## config.mk

```make
export PLATFORM = sky130hd
export DESIGN_NAME = screen_sequencer
export DESIGN_NICKNAME = d
export VERILOG_FILES = /design/src/rtl/screen_sequencer.sv
export SDC_FILE = /design/constraint.sdc
export NUM_CORES = 1
export LEC_CHECK = 0
export CORE_ASPECT_RATIO = 2
export CORE_UTILIZATION = 31
export CTS_CLUSTER_DIAMETER = 150
export DETAILED_ROUTE_END_ITERATION = 8
export PLACE_DENSITY = 0.91
export SLEW_MARGIN = 20
export SYNTH_ARGS = -nofsm -noshare
export SYNTH_HDL_FRONTEND = slang
export SYNTH_SLANG_ARGS = --single-unit
```

## constraint.sdc

```tcl
create_clock -name clk -period 1.7 [get_ports clk]
set_input_delay 0.51 -clock clk [delete_from_list [all_inputs] [get_ports clk]]
set_output_delay 0.51 -clock clk [all_outputs]
set_load 0.01 [all_outputs]
```

## src/rtl/screen_sequencer.sv

```systemverilog
// Steps TITLE -> GAME -> OVER behind a key-release hold and muxes the active screen onto one
// framebuffer write port. Optional OVER auto-exit timeout: define SCREEN_SEQ_TIMEOUT_EN.
`ifndef DISP_ADDR_WIDTH
`define DISP_ADDR_WIDTH 16
`endif

module screen_sequencer #(
    parameter int HOLD_CYCLES    = 4,
    parameter int TIMEOUT_CYCLES = 50_000_000
) (
    input  logic                        clk,
    input  logic                        reset,
    input  logic [25:0]                 key_status,
    input  logic                        title_fb_we,
    input  logic [`DISP_ADDR_WIDTH-1:0] title_fb_addr,
    input  logic [31:0]                 title_fb_wdata,
    input  logic                        title_done,
    input  logic                        game_fb_we,
    input  logic [`DISP_ADDR_WIDTH-1:0] game_fb_addr,
    input  logic [31:0]                 game_fb_wdata,
    input  logic                        game_done,
    input  logic                        over_fb_we,
    input  logic [`DISP_ADDR_WIDTH-1:0] over_fb_addr,
    input  logic [31:0]                 over_fb_wdata,
    input  logic                        over_done,
    output logic                        title_rst,
    output logic                        game_rst,
    output logic                        over_rst,
    output logic                        fb_we,
    output logic [`DISP_ADDR_WIDTH-1:0] fb_addr,
    output logic [31:0]                 fb_wdata,
    output logic [1:0]                  cur_screen,
    output logic                        screen_start
);

    typedef enum logic [1:0] {SCR_TITLE = 2'd0, SCR_GAME = 2'd1, SCR_OVER = 2'd2} screen_e;
    typedef enum logic {PH_REL = 1'b0, PH_RUN = 1'b1} phase_e;

    localparam int HW = (HOLD_CYCLES > 1) ? $clog2(HOLD_CYCLES) : 1;
    localparam logic [HW-1:0] HOLD_LAST = HW'(HOLD_CYCLES - 1);

    screen_e                       screen_r, screen_nxt_s;
    phase_e                        phase_r, phase_nxt_s;
    logic [HW-1:0]                 hold_cnt_r, hold_cnt_nxt_s;
    logic                          active_done_s, active_we_s;
    logic [`DISP_ADDR_WIDTH-1:0]   active_addr_s;
    logic [31:0]                   active_wdata_s;
    logic                          timeout_hit_s;
    logic                          title_rst_nxt_s, game_rst_nxt_s, over_rst_nxt_s;
    logic                          start_nxt_s, fb_we_nxt_s;

    function automatic screen_e next_screen(input screen_e cur);
        case (cur)
            SCR_TITLE: next_screen = SCR_GAME;
            SCR_GAME:  next_screen = SCR_OVER;
            SCR_OVER:  next_screen = SCR_TITLE;
            default:   next_screen = SCR_TITLE;
        endcase
    endfunction

`ifdef SCREEN_SEQ_TIMEOUT_EN
    localparam logic [25:0] TO_LAST = 26'(TIMEOUT_CYCLES - 1);
    logic [25:0] to_cnt_r;

    assign timeout_hit_s = (screen_r == SCR_OVER) && (phase_r == PH_RUN) && (to_cnt_r == TO_LAST);

    // OVER/RUN dwell counter; clears whenever OVER/RUN is left or not occupied
    always_ff @(posedge clk) begin
        if (reset) begin
            to_cnt_r <= 26'd0;
        end else if ((screen_r == SCR_OVER) && (phase_r == PH_RUN) && !timeout_hit_s && !over_done) begin
            to_cnt_r <= to_cnt_r + 26'd1;
        end else begin
            to_cnt_r <= 26'd0;
        end
    end
`else
    assign timeout_hit_s = 1'b0;
`endif

    // Select the active screen's done and write port
    always_comb begin
        active_done_s  = 1'b0;
        active_we_s    = 1'b0;
        active_addr_s  = {`DISP_ADDR_WIDTH{1'b0}};
        active_wdata_s = 32'd0;
        case (screen_r)
            SCR_TITLE: begin
                active_done_s  = title_done;
                active_we_s    = title_fb_we;
                active_addr_s  = title_fb_addr;
                active_wdata_s = title_fb_wdata;
            end
            SCR_GAME: begin
                active_done_s  = game_done;
                active_we_s    = game_fb_we;
                active_addr_s  = game_fb_addr;
                active_wdata_s = game_fb_wdata;
            end
            SCR_OVER: begin
                active_done_s  = over_done | timeout_hit_s;
                active_we_s    = over_fb_we;
                active_addr_s  = over_fb_addr;
                active_wdata_s = over_fb_wdata;
            end
            default: begin
                active_done_s  = 1'b0;
                active_we_s    = 1'b0;
                active_addr_s  = {`DISP_ADDR_WIDTH{1'b0}};
                active_wdata_s = 32'd0;
            end
        endcase
    end

    // Next-state logic: saturating release-hold counter in REL, done-driven advance in RUN
    always_comb begin
        screen_nxt_s   = screen_r;
        phase_nxt_s    = phase_r;
        hold_cnt_nxt_s = hold_cnt_r;
        case (phase_r)
            PH_REL: begin
                if (key_status != 26'd0) begin
                    hold_cnt_nxt_s = {HW{1'b0}};
                end else if (hold_cnt_r >= HOLD_LAST) begin
                    phase_nxt_s    = PH_RUN;
                    hold_cnt_nxt_s = {HW{1'b0}};
                end else begin
                    hold_cnt_nxt_s = hold_cnt_r + 1'b1;
                end
            end
            PH_RUN: begin
                hold_cnt_nxt_s = {HW{1'b0}};
                if (active_done_s) begin
                    screen_nxt_s = next_screen(screen_r);
                    phase_nxt_s  = PH_REL;
                end else begin
                    screen_nxt_s = screen_r;
                end
            end
            default: begin
                screen_nxt_s   = SCR_TITLE;
                phase_nxt_s    = PH_REL;
                hold_cnt_nxt_s = {HW{1'b0}};
            end
        endcase
    end

    // Output decode from the next state so every output comes straight from a flop
    always_comb begin
        title_rst_nxt_s = !((screen_nxt_s == SCR_TITLE) && (phase_nxt_s == PH_RUN));
        game_rst_nxt_s  = !((screen_nxt_s == SCR_GAME)  && (phase_nxt_s == PH_RUN));
        over_rst_nxt_s  = !((screen_nxt_s == SCR_OVER)  && (phase_nxt_s == PH_RUN));
        start_nxt_s     = (phase_r == PH_REL) && (phase_nxt_s == PH_RUN);
        fb_we_nxt_s     = active_we_s && (phase_r == PH_RUN);
    end

    // State and output registers
    always_ff @(posedge clk) begin
        if (reset) begin
            screen_r     <= SCR_TITLE;
            phase_r      <= PH_REL;
            hold_cnt_r   <= {HW{1'b0}};
            title_rst    <= 1'b1;
            game_rst     <= 1'b1;
            over_rst     <= 1'b1;
            screen_start <= 1'b0;
            fb_we        <= 1'b0;
            fb_addr      <= {`DISP_ADDR_WIDTH{1'b0}};
            fb_wdata     <= 32'd0;
        end else begin
            screen_r     <= screen_nxt_s;
            phase_r      <= phase_nxt_s;
            hold_cnt_r   <= hold_cnt_nxt_s;
            title_rst    <= title_rst_nxt_s;
            game_rst     <= game_rst_nxt_s;
            over_rst     <= over_rst_nxt_s;
            screen_start <= start_nxt_s;
            fb_we        <= fb_we_nxt_s;
            fb_addr      <= active_addr_s;
            fb_wdata     <= active_wdata_s;
        end
    end

    assign cur_screen = screen_r;

endmodule

```

# Word level (Yosys, flattened, before mapping)
# Index checks and enable logic that the tools add are counted.
# word_totals
output_inout_bits,55
regBits,58
wordCells,42
inputBits,178
# op_classes
add_sub_neg,1
n_eq_ne,4
bitwise,1
order_cmp,1
reduce_logical,11
mux,14
# op_table
operator,count
case mux 32 bit (3 select lines),1
case mux 16 bit (3 select lines),1
nonzero test 26 bit,1
two-way mux 2 bit,4
case mux 2 bit (2 select lines),2
case mux 1 bit (3 select lines),2
logical AND 1 bit,5
"equality test 2 x 1 -> 1 bit, second input constant",2
"equality test 2 bit, second input constant",2
logical NOT 2 bit,2
logical NOT 1 bit,3
two-way mux 1 bit,3
"adder 2 x 1 -> 2 bit, second input constant",1
">= comparator 2 bit, second input constant",1
case mux 1 bit (2 select lines),1
NOT 1 bit,1

# Longest topological paths before layout
# Gate-level depths: netlist of run 1.
# logic_depth
depth_word,7
depth_mapped,7
depth_no_buf,4

# Least setup slack after synthesis of run 1
# No wires, ideal clock.
# synth_timing
kind,input-to-reg
from,input reset
to,register hold_cnt_r[0]
arrival_time_ps,1390
cell_stages,5
required_time_ps,1635
setup_slack_ps,245
n_path_buf,1
setup_time_ps,65
path_cell_list,clkbuf_1 nor4_1 nand4_1 or3_1 nor2_1
# synth_rtl
element,line_no,rtl
from (decl),12,"input logic reset,"
to (signal assigned),162,hold_cnt_r <= {HW{1'b0}};
to (signal assigned),173,hold_cnt_r <= hold_cnt_nxt_s;
to (decl),44,"logic [HW-1:0] hold_cnt_r, hold_cnt_nxt_s;"

# Final worst setup path of run 1
# layout_timing
from,register fb_we
to,output fb_we
# layout_rtl
element,line_no,rtl
from (decl),29,"output logic fb_we,"
from (signal assigned),178,fb_we <= fb_we_nxt_s;
# No word-level cell between the ends.

==> results of run 1 <==
synthesized netlist by cell type, drive strengths merged:
cell type,n
a21oi,49
and3,1
buf,10
clkbuf,14
dfxtp,58
ha,1
inv,4
mux2i,50
nand2,7
nand2b,1
nand3,1
nand3b,2
nand4,2
nor2,100
nor2b,1
nor4,7
o2111ai,2
o21ai,5
o22ai,1
o31a,1
or3,1
state kept, by name, indices dropped and copies added (netlist names), 2 cells and up:
| name | cells |
|---|---|
| fb_wdata | 32 |
| fb_addr | 16 |
| cur_screen | 2 |
| hold_cnt_r | 2 |
metrics by stage:
step           utilization, %  hold WS, ns  power [W]
6_report                 65.6        0.435    0.00385
5_1_grt                  65.6        0.462    0.00401
4_1_cts                  64.5        0.443    0.00391
3_5_place_dp             61.2        0.437    0.00219
3_3_place_gp             61.2        0.405    0.00216
2_1_floorplan               -        0.397    0.00162
final cells by class:
type	count	area share [%]
clock buffer	12	5.15
multi-input combinational	232	25.5
inverter	4	0.278
sequential	58	21.6
tap	98	2.27
clock inverter	2	0.185
timing repair buffer	238	45.0
cell families (layout without fill, tap and decap cells):
kind of cell / count (synthesis) / after routing / synth area share, %
adders and majority gates: 1 / 1 / 0.480
AOI/OAI and AO/OA: 58 / 58 / 11.6
muxes: 50 / 50 / 19.2
DFF: 58 / 58 / 44.6
and+or+nand+nor: 123 / 123 / 19.3
buffers and inverters: 28 / 256 / 4.80
power breakdown:
group,internal [W],total (W),switching (W)
Combinational,0.000497,0.000715,0.000218
Sequential,0.00142,0.00144,0.0000142
Clock,0.00113,0.00170,0.000572
Total,0.00305,0.00385,0.000804
per-layer routing:
layer / up-vias / global-route usage [%]
met4: 0 / 16.0
met5: - / 0
li1: 1521 / -
met2: 188 / 42.8
met1: 1446 / 20.4
met3: 44 / 8.51
timing repair:
item / CTS / global route
setup endpoints to repair: 21 / 22
gates cloned: 0 / 0
pin swaps: 0 / 3
hold buffers: 0 / 0
gates resized for setup: 21 / 24
endpoints found under the hold margin: 0 / 0
buffers inserted: 0 / 0
how the worst max path moves through the flow:
stage,end,from,cells past startpoint
floorplan,hold_cnt_r[0],reset,5
global route,fb_addr[11],fb_addr[11],1
detailed placement,title_rst,key_status[17],5
global placement,title_rst,key_status[20],5
finish,fb_we,fb_we,1
CTS,fb_wdata[29],fb_wdata[29],1
==> summary.md, run 1 <==
| Metric | Value |
|---|---|
| Clk root buf | clkbuf_16 |
| Met1 Routed Length | 3.36 mm |
| FF/Latch Area | 0.00117 sq mm |
| VDD IR-drop max | 0.555 mV |
| Max transition margin | 78.4% |
| Power per Cell Area | 714 mW/mm^2 |
| Hold endpoint | hold_cnt_r[0] |
| Worst Path Buf+Inv | 1 |
| Status | completed |
| Top delay family on crit path | buffers and inverters |
| Vias per cell | 4.97 |
| Nets | 722 |
| TritonCTS clock tree | done |
| Worst-Skew Late Latency | 0.32 ns |
| Core outline area | 0.00823 sq mm |
| Synth-to-layout area growth | 107% |
| Tmin final | 1.68 ns |
| Cells after Synth | 318 |
| Slew Viols, Final | 0 |
| Largest area contributor in the netlist | dfxtp_1 |
| Synth top area share | 44.6% |
| CP Class | reg -> out |
| Skew final | 0.00604 ns |
| Dominant cells by area after synthesis | dfxtp_1 45%, mux2i_1 19%, nor2_1 14%, a21oi_1 9.4%, clkbuf_1 2.0% |
| Static leakage | 2.30 nW |
| I/O Pins | 233 |
| Setup crit end kind | output pin |
| Commonest non-fill, non-tap cell in the layout | clkdlybuf4s50_1 |
| Uppermost routed layer | met4 |
| Number of global-route vias before repair | 3276 |
| FP Rows | 47 |
| Final period utilization | 98.6% |
| Routed Antenna Nets | 0 |
| Gpl congestion | 0.899 |
| Die Ht | 132 microns |
| Routed vias | 3199 |
| Layout Cell Area excl Fill | 0.00540 sq mm |
| Clock buffer depth | 2 |
| Die area | 0.00880 sq mm |
| Avg WL per Cell | 16.2 microns |
| Layout fillers | 665 |
| Placed cell count | 630 |
| Drt drc | 0 |
| Htree depth | 3 |
| First-pass GRT wire length | 15.3 mm |
| Routed wire length on met2 | 5.61 mm |
| Initial Utilization | 31.6% |
| Post-Route Setup TNS | 0 ns |
| Most frequent cells in the layout | 194 x clkdlybuf4s50_1, 100 x nor2_1, 56 x dfxtp_1 |
| Total GRT Usage | 23.7% |
| Slowest cell on crit path | clkdlybuf4s50_1 |
| Final Setup Violations | 0 |
| Die W | 66.8 microns |
| Hold path depth | 1 |
| Ant diodes | 0 |
| Synthesized Nets | 497 |
| Max stage delay on crit path | 0.55 ns |
| Synthesized cell area | 0.00260 sq mm |
| Reg2reg path depth | 6 |
| HPWL Detailed | 7.97 mm |
| Final non-filler cell total | 644 |
| Worst Path Arrival | 1.17 ns |
| Drt first pass iters | 4 |
| Total wire length | 10.5 mm |
| DP Worst Slack | -0.375 ns |
| Final hold vios | 0 |
| Clk slew on worst S/H paths | 0.05 ns |
| Worst slew pin tran | 0.323 ns |
| R2r endpoint | fb_we |
| YS warnings | 0 |
| Hold WC Path Type | reg -> reg |
| Inserted Clock Buffers | 9 |
| Library cells used by synthesis | 23 |
| Post-Syn Area per Cell | 8.19 sq um |
| R2r setup slk | 0.26 ns |
| Initial antenna violation count | 0 |
| Placed Instance Area | 0.00504 sq mm |
| Yosys reg bits | 58 |
| Sequential area share after synthesis | 44.6% |
| WL met3 | 950 microns |
| Startpoint Class | flop |
| Worst Path Required | 1.19 ns |
| Port bufs | 232 |
| Hold Crit Start | hold_cnt_r[0] |
| RSZ-0062 raised after global routing | no |
| Crit Reg-Reg Startpoint | cur_screen[1] |
| Max-cap violations | 0 |
| Initial DRC Count | 132 |
| Global route total overflow | 0 |
| CTS Sinks | 58 |
| Achievable frequency | 597 MHz |
| Fin worst setup slack | 0.0240 ns |
| CP cell instances | clkdlybuf4s50_1 |
| CP Max Fanout | 1 |
| Share of layout cells above drive strength 1 | 5.68% |
| Largest net degree at the start of global routing | 60 |
| Multi-input gate area | 0.00138 sq mm |
Power figures use the tool's default switching activity.
==> run 2, diff against run 1 <==
--- a/config.mk
+++ b/config.mk
@@ -6,9 +6,11 @@
 export NUM_CORES = 1
 export LEC_CHECK = 0
 export CORE_ASPECT_RATIO = 2
+export CORE_MARGIN = 10
 export CORE_UTILIZATION = 31
 export CTS_CLUSTER_DIAMETER = 150
 export DETAILED_ROUTE_END_ITERATION = 8
+export GPL_TIMING_DRIVEN = 0
 export PLACE_DENSITY = 0.91
 export SLEW_MARGIN = 20
 export SYNTH_ARGS = -nofsm -noshare
==> run 2 against run 1 <==
Combinational power fell by 0.8%. Flip-flop and latch count stayed put. Routed wire length increased by 24%. Register-to-register slack worse by 0.16 ns. Clock power up 12%. Sequential power about the same. The run now ends with setup timing left. Cell count rose by 3.1%. Critical path type is now in -> reg. First-iteration DRC count rose by 1.5%. Largest power group unchanged.
==> summary.md, run 2 (synthesis gave the netlist of run 1 again) <==
| Metric | Value |
|---|---|
| Synth-to-layout area growth | 109% |
| Share of layout cells above drive strength 1 | 6.36% |
| CTS Sinks | 58 |
| Die area | 0.0127 sq mm |
| Post-Route Setup TNS | -0.00449 ns |
| FP Rows | 47 |
| Final period utilization | 100% |
| CP Class | in -> reg |
| Initial antenna violation count | 0 |
| CP Max Fanout | 2 |
| Worst-Skew Late Latency | 0.33 ns |
| Die W | 84.8 microns |
| R2r setup slk | 0.10 ns |
| Max transition margin | 69.0% |
| DP Worst Slack | -0.418 ns |
| Inserted Clock Buffers | 9 |
| Ant diodes | 0 |
| Max-cap violations | 0 |
| Hold WC Path Type | reg -> reg |
| Tmin final | 1.70 ns |
| Initial Utilization | 31.6% |
| I/O Pins | 233 |
| Achievable frequency | 587 MHz |
| Static leakage | 2.46 nW |
| Gpl congestion | 0.864 |
| Final Setup Violations | 1 |
| Setup crit end kind | flop |
| Most frequent cells in the layout | 172 x clkdlybuf4s50_1, 99 x nor2_1, 58 x dfxtp_1 |
| Total GRT Usage | 18.8% |
| Largest Register | fb_wdata |
| Largest net degree at the start of global routing | 11 |
| Largest regs | fb_wdata: 32 flops, fb_addr: 16 flops |
| Slew Viols, Final | 0 |
| Clk root buf | clkbuf_16 |
| Port bufs | 231 |
| Max reg flops | 32 |
| Global route total overflow | 0 |
| Worst Path Required | 1.95 ns |
| Routed vias | 3251 |
| Drt first pass iters | 4 |
| First-pass GRT wire length | 18.8 mm |
| Initial DRC Count | 134 |
| Core outline area | 0.00823 sq mm |
| Worst slew pin tran | 0.464 ns |
| Htree depth | 3 |
| Worst Path Buf+Inv | 2 |
| CP cell instances | clkdlybuf4s50_1 -> nor4_2 -> buf_4 -> nand3_1 -> or3_4 -> nor2_1 |
| Skew final | 0.00375 ns |
| Number of global-route vias before repair | 3499 |
| Clock buffer depth | 2 |
| Failing checks | setup timing |
| Avg WL per Cell | 19.4 microns |
| Slowest cell on crit path | clkdlybuf4s50_1 |
| Drt drc | 0 |
| Total wire length | 12.9 mm |
| Status | finished with violations |
| Max stage delay on crit path | 0.41 ns |
| Top delay family on crit path | simple AND/OR/NAND/NOR gates |
| Nets | 740 |
| Worst Path Arrival | 1.95 ns |
| Hold_buf cts | 0 |
| Die Ht | 150 microns |
| HPWL Detailed | 10.6 mm |
| Commonest non-fill, non-tap cell in the layout | clkdlybuf4s50_1 |
| Vias per cell | 4.90 |
| Startpoint Class | input port |
| Fin worst setup slack | -0.00449 ns |
| Routed Antenna Nets | 0 |
| VDD IR-drop max | 0.536 mV |
| Final hold vios | 0 |
| Power per Cell Area | 743 mW/mm^2 |
| Clk slew on worst S/H paths | 0.05 ns |
| TritonCTS clock tree | done |
[run 2: per-stage QoR]
step	cell area, sq um	util, %	cells	power, W	hold slack [ns]
after floorplan	2610	-	318	0.00162	0.397
after global placement	5040	61.2	647	0.00218	0.409
after detailed placement	5040	61.2	647	0.00220	0.439
after CTS	5320	64.6	663	0.00409	0.446
after global routing	5450	66.2	664	0.00420	0.453
final	5450	66.2	664	0.00405	0.440
[run 2: final timing paths]
check | startpoint | cells after the start | end
min reg2reg | hold_cnt_r[0] | 1 | hold_cnt_r[0]
min | hold_cnt_r[0] | 1 | hold_cnt_r[0]
max reg2reg | cur_screen[0] | 7 | fb_wdata[28]
max | key_status[22] | 6 | hold_cnt_r[1]
[run 2: metal layers]
| layer | vias up | global-route usage [%] | wire (microns) |
|---|---|---|---|
| met5 | - | 0 | 0 |
| met2 | 159 | 35.5 | 7140 |
| met1 | 1503 | 17.5 | 4460 |
| met4 | 0 | 8.36 | 417 |
| li1 | 1562 | - | - |
| met3 | 27 | 6.64 | 901 |
[run 2: what timing repair did]
| action | in CTS | in global routing |
|---|---|---|
| setup buffers | 0 | 1 |
| pin swaps | 0 | 10 |
| gates resized for setup | 34 | 42 |
| endpoints found under the setup margin | 35 | 47 |
[run 2: final cells by class]
type                            count  area (sq um)
Tap cell                           98           123
Timing Repair Buffer              232          2350
Clock buffer                       14           254
Multi-Input combinational cell    232          1370
Inverter                            4          15.0
Clock inverter                      2          60.1
Buffer                             24           118
Fill cell                         652          2780
Sequential cell                    58          1160
[run 2: power by group]
part           switching [W]  internal (W)  leakage, nW
registers          0.0000143       0.00142        0.481
logic               0.000228      0.000481         1.83
clock network       0.000581       0.00132        0.151
[run 2: worst register-to-register path: stages, from the launching register on]
cell and delay (ns):
dfxtp_1 0.31, buf_2 0.16, buf_4 0.22, buf_6 0.20, mux2i_2 0.28, nor2_1 0.07, a21oi_1 0.17, nor2_1 0.07
==> run 3, diff against run 2 <==
--- a/config.mk
+++ b/config.mk
@@ -5,6 +5,7 @@
 export SDC_FILE = /design/constraint.sdc
 export NUM_CORES = 1
 export LEC_CHECK = 0
+export CAP_MARGIN = 20
 export CORE_ASPECT_RATIO = 2
 export CORE_MARGIN = 10
 export CORE_UTILIZATION = 31
==> results of run 3 <==
No change in the layout: final DEF, timing and power equal those of run 2.
